`src/rtl/vga_register_display_if.sv`:
```
// Bundle between the register file debug bus and the VGA connector:
// the 176-bit register dump going in, syncs and 3-bit colour coming out.
interface vga_register_display_if;
  logic [175:0] registersVGA;
  logic         hs;
  logic         vs;
  logic [2:0]   r;
  logic [2:0]   g;
  logic [2:0]   b;

  modport master (output registersVGA, input hs, vs, r, g, b);
  modport slave  (input registersVGA, output hs, vs, r, g, b);
endinterface

```
`src/rtl/vga_register_display.sv`:
```
// VGA register viewer: generates 640x480@60 timing and draws the 11 CPU registers
// (R0-R7, IH, SP, RA) as 4-digit hex words from a once-per-frame bus snapshot.
module vga_register_display #(
  parameter int CLK_DIV  = 2,
  parameter int X0       = 64,
  parameter int Y0       = 48,
  parameter int H_ACTIVE = 640,
  parameter int H_FRONT  = 16,
  parameter int H_SYNC   = 96,
  parameter int H_BACK   = 48,
  parameter int V_ACTIVE = 480,
  parameter int V_FRONT  = 10,
  parameter int V_SYNC   = 2,
  parameter int V_BACK   = 33
) (
  input  logic                   clk,
  input  logic                   rst,
  vga_register_display_if.slave  vga
);

  localparam int DIV_W = (CLK_DIV > 1) ? $clog2(CLK_DIV) : 1;
  localparam logic [DIV_W-1:0] DIV_LAST = DIV_W'(CLK_DIV - 1);
  localparam logic [9:0] H_LAST   = 10'(H_ACTIVE + H_FRONT + H_SYNC + H_BACK - 1);
  localparam logic [9:0] V_LAST   = 10'(V_ACTIVE + V_FRONT + V_SYNC + V_BACK - 1);
  localparam logic [9:0] HS_START = 10'(H_ACTIVE + H_FRONT);
  localparam logic [9:0] HS_END   = 10'(H_ACTIVE + H_FRONT + H_SYNC - 1);
  localparam logic [9:0] VS_START = 10'(V_ACTIVE + V_FRONT);
  localparam logic [9:0] VS_END   = 10'(V_ACTIVE + V_FRONT + V_SYNC - 1);
  localparam logic [9:0] HA       = 10'(H_ACTIVE);
  localparam logic [9:0] VA       = 10'(V_ACTIVE);
  localparam logic [9:0] VA_LAST  = 10'(V_ACTIVE - 1);

  // 8x8 hex glyphs, row 0 in the top byte; bit 0 and row 7 stay clear for spacing.
  function automatic logic [7:0] glyph_row(input logic [3:0] nib, input logic [2:0] gy);
    logic [63:0] g;
    case (nib)
      4'h0:    g = 64'h3C66_6E76_6666_3C00;
      4'h1:    g = 64'h1838_1818_1818_7E00;
      4'h2:    g = 64'h3C66_060C_3060_7E00;
      4'h3:    g = 64'h3C66_061C_0666_3C00;
      4'h4:    g = 64'h0C1C_3C6C_7E0C_0C00;
      4'h5:    g = 64'h7E60_7C06_0666_3C00;
      4'h6:    g = 64'h3C60_607C_6666_3C00;
      4'h7:    g = 64'h7E06_0C18_3030_3000;
      4'h8:    g = 64'h3C66_663C_6666_3C00;
      4'h9:    g = 64'h3C66_663E_060C_3800;
      4'hA:    g = 64'h183C_6666_7E66_6600;
      4'hB:    g = 64'h7C66_667C_6666_7C00;
      4'hC:    g = 64'h3C66_6060_6066_3C00;
      4'hD:    g = 64'h786C_6666_666C_7800;
      4'hE:    g = 64'h7E60_607C_6060_7E00;
      default: g = 64'h7E60_6060_7C60_6000;
    endcase
    return g[{~gy, 3'b000} +: 8];
  endfunction

  logic [DIV_W-1:0] div_q, div_d;
  logic [9:0]       hcnt_q, hcnt_d;
  logic [9:0]       vcnt_q, vcnt_d;
  logic [175:0]     snap_q, snap_d;
  logic             hs_q, hs_d;
  logic             vs_q, vs_d;
  logic [2:0]       r_q, r_d;
  logic [2:0]       g_q, g_d;
  logic [2:0]       b_q, b_d;

  logic       pe;
  logic       active;
  logic       in_text;
  logic       pix_on;
  logic [9:0] col_full;
  logic [9:0] row_full;
  logic [8:0] col;
  logic [8:0] row;
  logic [3:0] reg_idx;
  logic [7:0] word_lsb;
  logic [15:0] word;
  logic [3:0] nibble;
  logic [7:0] glyph;

  // Text lookup: a left/above-origin position wraps to a large col/row and drops out.
  always_comb begin
    col_full = hcnt_q - 10'(X0);
    row_full = vcnt_q - 10'(Y0);
    col      = col_full[9:1];
    row      = row_full[9:1];
    in_text  = (col < 9'd32) && (row < 9'd88);
    active   = (hcnt_q < HA) && (vcnt_q < VA);
    reg_idx  = row[6:3];
    word_lsb = '0;
    word     = '0;
    nibble   = '0;
    glyph    = '0;
    pix_on   = 1'b0;
    if (in_text) begin
      word_lsb = {4'd10 - reg_idx, 4'b0000};
      word     = snap_q[word_lsb +: 16];
      nibble   = word[{~col[4:3], 2'b00} +: 4];
      glyph    = glyph_row(nibble, row[2:0]);
      pix_on   = glyph[~col[2:0]];
    end
  end

  always_comb begin
    pe     = (div_q == DIV_LAST);
    div_d  = pe ? '0 : div_q + 1'b1;
    hcnt_d = hcnt_q;
    vcnt_d = vcnt_q;
    snap_d = snap_q;
    hs_d   = hs_q;
    vs_d   = vs_q;
    r_d    = r_q;
    g_d    = g_q;
    b_d    = b_q;
    if (pe) begin
      if (hcnt_q == H_LAST) begin
        hcnt_d = '0;
        vcnt_d = (vcnt_q == V_LAST) ? '0 : vcnt_q + 10'd1;
        // Capture exactly when the counters enter vertical blank.
        if (vcnt_q == VA_LAST) snap_d = vga.registersVGA;
      end else begin
        hcnt_d = hcnt_q + 10'd1;
      end
      hs_d = !((hcnt_q >= HS_START) && (hcnt_q <= HS_END));
      vs_d = !((vcnt_q >= VS_START) && (vcnt_q <= VS_END));
      r_d  = '0;
      g_d  = '0;
      b_d  = '0;
      if (active && in_text) begin
        if (pix_on) begin
          r_d = 3'd7;
          g_d = 3'd7;
          b_d = 3'd7;
        end else begin
          b_d = 3'd2;
        end
      end
    end
  end

  always_ff @(posedge clk or negedge rst) begin
    if (!rst) begin
      div_q  <= '0;
      hcnt_q <= '0;
      vcnt_q <= '0;
      snap_q <= '0;
      hs_q   <= 1'b1;
      vs_q   <= 1'b1;
      r_q    <= '0;
      g_q    <= '0;
      b_q    <= '0;
    end else begin
      div_q  <= div_d;
      hcnt_q <= hcnt_d;
      vcnt_q <= vcnt_d;
      snap_q <= snap_d;
      hs_q   <= hs_d;
      vs_q   <= vs_d;
      r_q    <= r_d;
      g_q    <= g_d;
      b_q    <= b_d;
    end
  end

  assign vga.hs = hs_q;
  assign vga.vs = vs_q;
  assign vga.r  = r_q;
  assign vga.g  = g_q;
  assign vga.b  = b_q;

endmodule

```
`src/flat_wrapper.sv`:
```
// flat-port wrapper written by rule: the top's interface ports become plain ports
module vga_register_display_flat 
#(
  parameter int CLK_DIV  = 2,
  parameter int X0       = 64,
  parameter int Y0       = 48,
  parameter int H_ACTIVE = 640,
  parameter int H_FRONT  = 16,
  parameter int H_SYNC   = 96,
  parameter int H_BACK   = 48,
  parameter int V_ACTIVE = 480,
  parameter int V_FRONT  = 10,
  parameter int V_SYNC   = 2,
  parameter int V_BACK   = 33
)
  (clk, rst, vga_registersVGA, vga_hs, vga_vs, vga_r, vga_g, vga_b);
  vga_register_display_if vga_i ();
  input  logic clk;
  input  logic rst;
  input wire logic [$bits(vga_i.registersVGA)-1:0] vga_registersVGA;
  output wire logic [$bits(vga_i.hs)-1:0] vga_hs;
  output wire logic [$bits(vga_i.vs)-1:0] vga_vs;
  output wire logic [$bits(vga_i.r)-1:0] vga_r;
  output wire logic [$bits(vga_i.g)-1:0] vga_g;
  output wire logic [$bits(vga_i.b)-1:0] vga_b;
  assign vga_i.registersVGA = vga_registersVGA;
  assign vga_hs = vga_i.hs;
  assign vga_vs = vga_i.vs;
  assign vga_r = vga_i.r;
  assign vga_g = vga_i.g;
  assign vga_b = vga_i.b;
  vga_register_display #(.CLK_DIV(CLK_DIV), .X0(X0), .Y0(Y0), .H_ACTIVE(H_ACTIVE), .H_FRONT(H_FRONT), .H_SYNC(H_SYNC), .H_BACK(H_BACK), .V_ACTIVE(V_ACTIVE), .V_FRONT(V_FRONT), .V_SYNC(V_SYNC), .V_BACK(V_BACK)) u_core (.clk(clk), .rst(rst), .vga(vga_i));
endmodule
```
`config.mk`:
```
export PLATFORM = sky130hd
export DESIGN_NAME = vga_register_display_flat
export DESIGN_NICKNAME = d
export VERILOG_FILES = /design/src/rtl/vga_register_display_if.sv /design/src/rtl/vga_register_display.sv /design/src/flat_wrapper.sv
export SDC_FILE = /design/constraint.sdc
export NUM_CORES = 1
export LEC_CHECK = 0
export ABC_AREA = 1
export CAP_MARGIN = 20
export CORE_MARGIN = 1.5
export CORE_UTILIZATION = 38
export CTS_CLUSTER_DIAMETER = 80
export DETAILED_ROUTE_END_ITERATION = 10
export PLACE_DENSITY_LB_ADDON = 0.08
export SLEW_MARGIN = 20
export SYNTH_ARGS = -nofsm -noshare
export SYNTH_HDL_FRONTEND = slang
export SYNTH_SLANG_ARGS = --single-unit
```
`constraint.sdc`:
```
create_clock -name clk -period 7.1 [get_ports clk]
set_clock_uncertainty 0.05 [all_clocks]
set_input_delay 1.42 -clock clk [delete_from_list [all_inputs] [get_ports clk]]
set_output_delay 1.42 -clock clk [all_outputs]
set_load 0.05 [all_outputs]
```
* After elaboration in Yosys (flattened, before gate mapping) *
Memory sizes are Yosys's and may differ from the RTL's.
Cells that the tools add are included.

operators by class
  $add $sub $neg = 6
  magnitude comparators = 9
  reduce and logical (&&, ||, !) cells = 9
  bitwise gates (word level) = 3
  equal/unequal tests = 3
  shift operators = 3
  muxes and demuxes = 11

operators by type and width
  operator                                                             count
  indexed part select 176 x 9 -> 16 bit                                1
  two-way mux 64 bit                                                   1
  indexed part select 64 x 7 -> 8 bit                                  1
  adder 10 x 1 -> 10 bit (second input constant)                       2
  equality test 10 bit (second input constant)                         2
  two-way mux 10 bit                                                   2
  indexed part select 16 x 5 -> 4 bit                                  1
  two-way mux 3 bit                                                    4
  equality test 10 x 9 -> 1 bit (second input constant)                1
  greater-or-equal comparator 10 bit (second input constant)           1
  greater-or-equal comparator 10 x 9 -> 1 bit (second input constant)  1
  <= comparator 10 bit (second input constant)                         1
  <= comparator 10 x 9 -> 1 bit (second input constant)                1
  less-than comparator 10 bit (second input constant)                  1
  less-than comparator 10 x 9 -> 1 bit (second input constant)         1
  subtractor 10 x 6 -> 10 bit (second input constant)                  1
  subtractor 10 x 7 -> 10 bit (second input constant)                  1
  less-than comparator 9 x 6 -> 1 bit (second input constant)          1
  less-than comparator 9 x 7 -> 1 bit (second input constant)          1
  NOT 3 bit                                                            2
  logical AND 1 bit                                                    5
  less-than comparator 3 x 4 -> 1 bit (second input constant)          1
  subtractor 4 bit (first input constant)                              1
  binary-select mux 1 bit (select 3 bit)                               1
  other kinds (6)                                                      9

word-level totals
  output and inout bits = 11
  memories kept = 1
  word-level logic and storage cells = 53
  bits in read-only memories = 656
  flip-flop bits (word level) = 205

memory list
  name             words  bits a word  rd ports  clocked after Yosys merged registers in  wr ports  RTL line                    text
  (no name shown)  16     41           1         0                                        0         vga_register_display.sv:36  case (nib)

* Logic depth before layout (Yosys ltp) *
An unclocked memory read counts as a cell.

  depth after elaboration = 12
  gate-level depth with buffers = 35

* Least setup slack after synthesis *
OpenSTA, ideal clock, no wires.

  kind = reg-to-reg
  from = reg u_core.vcnt_q[4]
  to = reg u_core.r_q[1], in the netlist u_core.vga.r[1]
  stages on the path, launching flop included = 31
  arrival = 3.646 ns
  setup slack = 3.285 ns
  cell sequence = dfrtp_1 inv_2 buf_4 buf_4 buf_2 ha_1 buf_4 inv_2 nand2_2 nand2_2 buf_6 buf_2 nand2_1 a21oi_1 nand2_1 nand3_1 nand2_1 nor2_1 ha_1 inv_1 nand2_2 nand2_1 nand2_1 nand2_1 nand2_1 nand3_1 nand3_1 a21oi_1 nand2_1 nand3_1 nand2_1

between the ends
  longest elaborated chain between the ends = 12
  elaborated cells between the ends (all ways) = 17
  classes of those cells = add/sub (2); order compare (2); shift (3); mux (6); reduce/logical (3); memory (1)

ends and longest elaborated chain
  item                                     RTL line                     text
  start, declared                          vga_register_display.sv:59   logic [9:0] vcnt_q, vcnt_d;
  start signal, assigned                   vga_register_display.sv:155  vcnt_q <= vcnt_d;
  subtractor 10 x 6 -> 10 bit              vga_register_display.sv:84   row_full = vcnt_q - 10'(Y0);
  subtractor 4 bit                         vga_register_display.sv:96   word_lsb = {4'd10 - reg_idx, 4'b0000};
  indexed part select 176 x 9 -> 16 bit    vga_register_display.sv:97   word = snap_q[word_lsb +: 16];
  indexed part select 16 x 5 -> 4 bit      vga_register_display.sv:98   nibble = word[{~col[4:3], 2'b00} +: 4];
  memory (16 x 41 bit)                     -
  two-way mux 64 bit                       vga_register_display.sv:95   if (in_text) begin
  indexed part select 64 x 7 -> 8 bit      vga_register_display.sv:54   return g[{~gy, 3'b000} +: 8];
  binary-select mux 1 bit (select 3 bit)   vga_register_display.sv:100  pix_on = glyph[~col[2:0]];
  two-way mux 1 bit (not written as such)  vga_register_display.sv:100
  two-way mux 1 bit                        vga_register_display.sv:95
  two-way mux 3 bit                        vga_register_display.sv:130  if (pix_on) begin
  two-way mux 3 bit *                      vga_register_display.sv:129  if (active && in_text) begin
  end signal, assigned                     vga_register_display.sv:159  r_q <= r_d;
  end, declared                            vga_register_display.sv:63   logic [2:0] r_q, r_d;

Every way passes the cells marked *; elsewhere a longest branch is shown, timed or not. The select of a mux whose other input is x is not followed.
A chain may end at the register's enable or synchronous reset.

* Final worst setup path *
Same ends and word-level chain as after synthesis.

==> flow_metrics.env <==
export IMPL_clkPwrFrac=0.475
export IMPL_antenna_left=0
export IMPL_worstSetupStartpointType="flip-flop"
export IMPL_cp_slowest_stage_delay_ns=0.61
export IMPL_ys_types=42
export IMPL_first_pass_iters=5
export IMPL_ys_flop_type="dfrtp_1"
export IMPL_finalMaxSlewViolations=0
export IMPL_worstPathCellList="buf_4, nor2_2, nor2_4, nand2_1, nand2_1, nand2_1, nand2_1, nand2_1, nand3_1, nand2_1, nor2_1, ha_1, nand3_1, nand2_1, nor2_1, nand2_1, nand3_1, nand2_1, nand2_1, nand2_1, nand3_1, nand3_1, nand2_1"
export IMPL_syn_inst=1379
export IMPL_drtIter0Drc=706
export IMPL_cts_made_buffers=25
export IMPL_combPwrFrac=0.081
export IMPL_grt_pass1_wl_um=54000
export IMPL_die_y_um=177
export IMPL_drv_cap=0
export IMPL_required_ns=7.47
export IMPL_hold_viol=0
export IMPL_rsz0062_at_grt="false"
export IMPL_outcome="finished clean"
export IMPL_tritoncts="built"
export IMPL_leakage_nw=6.81
export IMPL_crit_end="u_core.vga.r[1]"
export IMPL_cp_num_buf_inv=1
export IMPL_synth_area_per_cell_um2=8.38
export IMPL_synth_top_cells_by_area="dfrtp_1 (43%), nand2_1 (17%), mux2_2 (17%)"
export IMPL_ys_ff_latch=201
export IMPL_avgRoutedWirePerCell_um=17.5
export IMPL_grt_pass1_vias=9691
export IMPL_grt_overflow_total=0
export IMPL_cp_slowest_cell="buf_4"
export IMPL_fin_tns_setup_ns=0
export IMPL_internal_power_mw=2.13
export IMPL_top_layer="met4"
export IMPL_slew_headroom=0.293
export IMPL_period_needed_ns=4.50
export IMPL_clkSlewWorstSetupHoldPaths_ns=0.06
export IMPL_grt_max_degree=166
export IMPL_drive_gt1_frac=0.174
export IMPL_io_buffers=188
export IMPL_timing_rr_end="u_core.vga.r[1]"
export IMPL_cts_sinks=201
export IMPL_vias=9727
export IMPL_row_count=63
export IMPL_crit_start="u_core.vcnt_q[4]"
export IMPL_seq_area_frac_synth=0.435
export IMPL_power_density_nw_per_um2=191
export IMPL_netSwitchingFraction=0.228
export IMPL_instances_no_fill=1940
export IMPL_hpwl_um=24600
export IMPL_yosys_warnings=0
export IMPL_ir_drop_v=0.000143
export IMPL_critPathKind="flip-flop to flip-flop"
export IMPL_path_depth=23
export IMPL_num_antenna_cells=0
export IMPL_cts_hold_buffers=0
export IMPL_worst_pin_slew_ns=1.06
export IMPL_whs_ns=0.436
export IMPL_cts_root_buf="clkbuf_16"
export IMPL_final_util=0.485
export IMPL_period_share=0.634
export IMPL_post_cts_repair_setup_buffers=0
export IMPL_yosysTopAreaCellShare=0.431
export IMPL_htree_levels=1
export IMPL_synth_nets=1574
export IMPL_max_freq_mhz=222
export IMPL_synthArstFlopShare=1.00
export IMPL_wl_met1_um=17000
export IMPL_worstPathMaxFanout=69
export IMPL_synth_edf_count=0
export IMPL_dieArea_um2=31500
export IMPL_crit_arrival_ns=4.87
export IMPL_via_per_inst=5.01
export IMPL_antenna_found_initial=0
export IMPL_reg2reg_depth=23
export IMPL_critPathTopFamily="simple AND/OR/NAND/NOR gates"
export IMPL_area_growth_pct=25.0
export IMPL_grt_use_total=0.220
export IMPL_p_sw_uw=629
export IMPL_design_core_area_um2=29800
export IMPL_start_util=0.388
export IMPL_clk_path_buf_depth=3
export IMPL_routabilityCongestion=0.847
export IMPL_crit_path_frequent_cell="nand2_1"
export IMPL_drt_total_wl_um=33900
export IMPL_regToRegStartpoint="u_core.vcnt_q[4]"
export IMPL_dpl_cell_count=1894
export IMPL_remaining_drc_errors=0
export IMPL_dr_wl_met2_um=14500
export IMPL_yosysMostFrequentCell="nand2_1"
export IMPL_insertion_delay_ns=0.54
export IMPL_cts_resized=0
export IMPL_setup_viol=0
export IMPL_dr_wl_met3_um=1770
export IMPL_seqPwrFrac=0.443
export IMPL_synth_commonest_cells="nand2_1 (534), dfrtp_1 (199), mux2_2 (176)"
export IMPL_critical_path_endpoint_type="flip-flop"
export IMPL_nNetsFinal=1726
export IMPL_r2r_slack_ns=2.60
export IMPL_synth_area_um2=11600
export IMPL_ios=189
export IMPL_hold_path_class="flip-flop to flip-flop"
export IMPL_die_w_um=177
export IMPL_synth_top_area_cell="dfrtp_1"
## tightest hold or removal path, stage by stage, from the launching register on
cell and delay (ns):
dfrtp_1 0.35, nand2_1 0.05, nand2_1 0.05
## how the worst min path moves through the flow
stage,from,endpoint,slack [ns],cells after the start
floorplan,u_core.hcnt_q[9],u_core.vga.hs,0.41,1
global placement,u_core.vga.b[1],u_core.vga.b[1],0.42,2
detailed placement,u_core.vga.b[1],u_core.vga.b[1],0.43,2
CTS,u_core.vga.b[1],u_core.vga.b[1],0.44,2
global route,u_core.snap_q[73],u_core.snap_q[73],0.46,1
finish,u_core.vga.b[1],u_core.vga.b[1],0.44,2
## kinds of logic after synthesis
| kind of cell | Yosys count | share of synthesized area |
|---|---|---|
| AO/OA/AOI/OAI | 51 | 0.0258 |
| multiplexers | 176 | 0.171 |
| buffers and inverters | 168 | 0.0664 |
| AND/OR/NAND/NOR | 762 | 0.280 |
| flip-flops | 201 | 0.435 |
| adder cells (fa/ha/maj) | 17 | 0.0184 |
| XOR/XNOR | 4 | 0.00303 |
## routing by layer
layer	vias to the layer above	global-route usage
li1	4749	-
met1	4647	0.329
met2	281	0.334
met3	50	0.0300
met4	0	0.0490
met5	-	0
## final cells by class
class / instances / area, um^2
timing repair buffer: 193 / 1940
clock inverter: 10 / 150
inverter: 100 / 375
tap: 390 / 488
fill: 2945 / 15300
sequential: 201 / 5030
clock buffer: 36 / 697
multi-input combinational: 1010 / 5780
## registers in the layout (all words and copies together) (netlist names)
| name | count |
|---|---|
| u_core.snap_q | 176 |
| u_core.hcnt_q | 10 |
| u_core.vcnt_q | 10 |
| u_core.div_q | 1 |
| u_core.vga.b | 1 |
| u_core.vga.hs | 1 |
| u_core.vga.r | 1 |
| u_core.vga.vs | 1 |
## stage by stage
| stage | area [um^2] | setup slack, ns | total power, mW |
|---|---|---|---|
| floorplan | 11600 | 3.29 | 1.31 |
| detailed placement | 13600 | 2.70 | 1.47 |
| global route | 14500 | 2.11 | 2.87 |
| global placement | 13600 | 2.31 | 1.47 |
| finish | 14500 | 2.60 | 2.76 |
| CTS | 14500 | 2.67 | 2.80 |
## cells in the final DEF, fill, tap and decap left out, drive strengths merged
cell type	instances
a41oi	1
ha	17
mux2	176
nor4	5
nor3b	2
o21ai	10
clkinvlp	1
nor2	66
nand3b	1
a31oi	1
nor3	9
o22ai	1
nand2	557
o32ai	1
a211oi	3
o2111ai	1
inv	100
nand3	110
xor2	4
o21bai	1
o211ai	2
clkinv	6
dfstp	2
clkbuf	37
a2111oi	2
nand4	11
bufinv	3
clkdlybuf4s50	187
o21a	1
or2	1
dfrtp	199
buf	5
a21oi	27
## power by group through the flow
| stage | clock network, mW | registers, mW | logic [mW] |
|---|---|---|---|
| after global placement | 0 | 1.24 | 0.227 |
| after detailed placement | 0 | 1.24 | 0.228 |
| after floorplan | 0 | 1.23 | 0.0752 |
| after global routing | 1.39 | 1.23 | 0.247 |
| final | 1.31 | 1.22 | 0.225 |
| after CTS | 1.35 | 1.22 | 0.229 |
No activity file was read; power rests on OpenSTA's default activity.
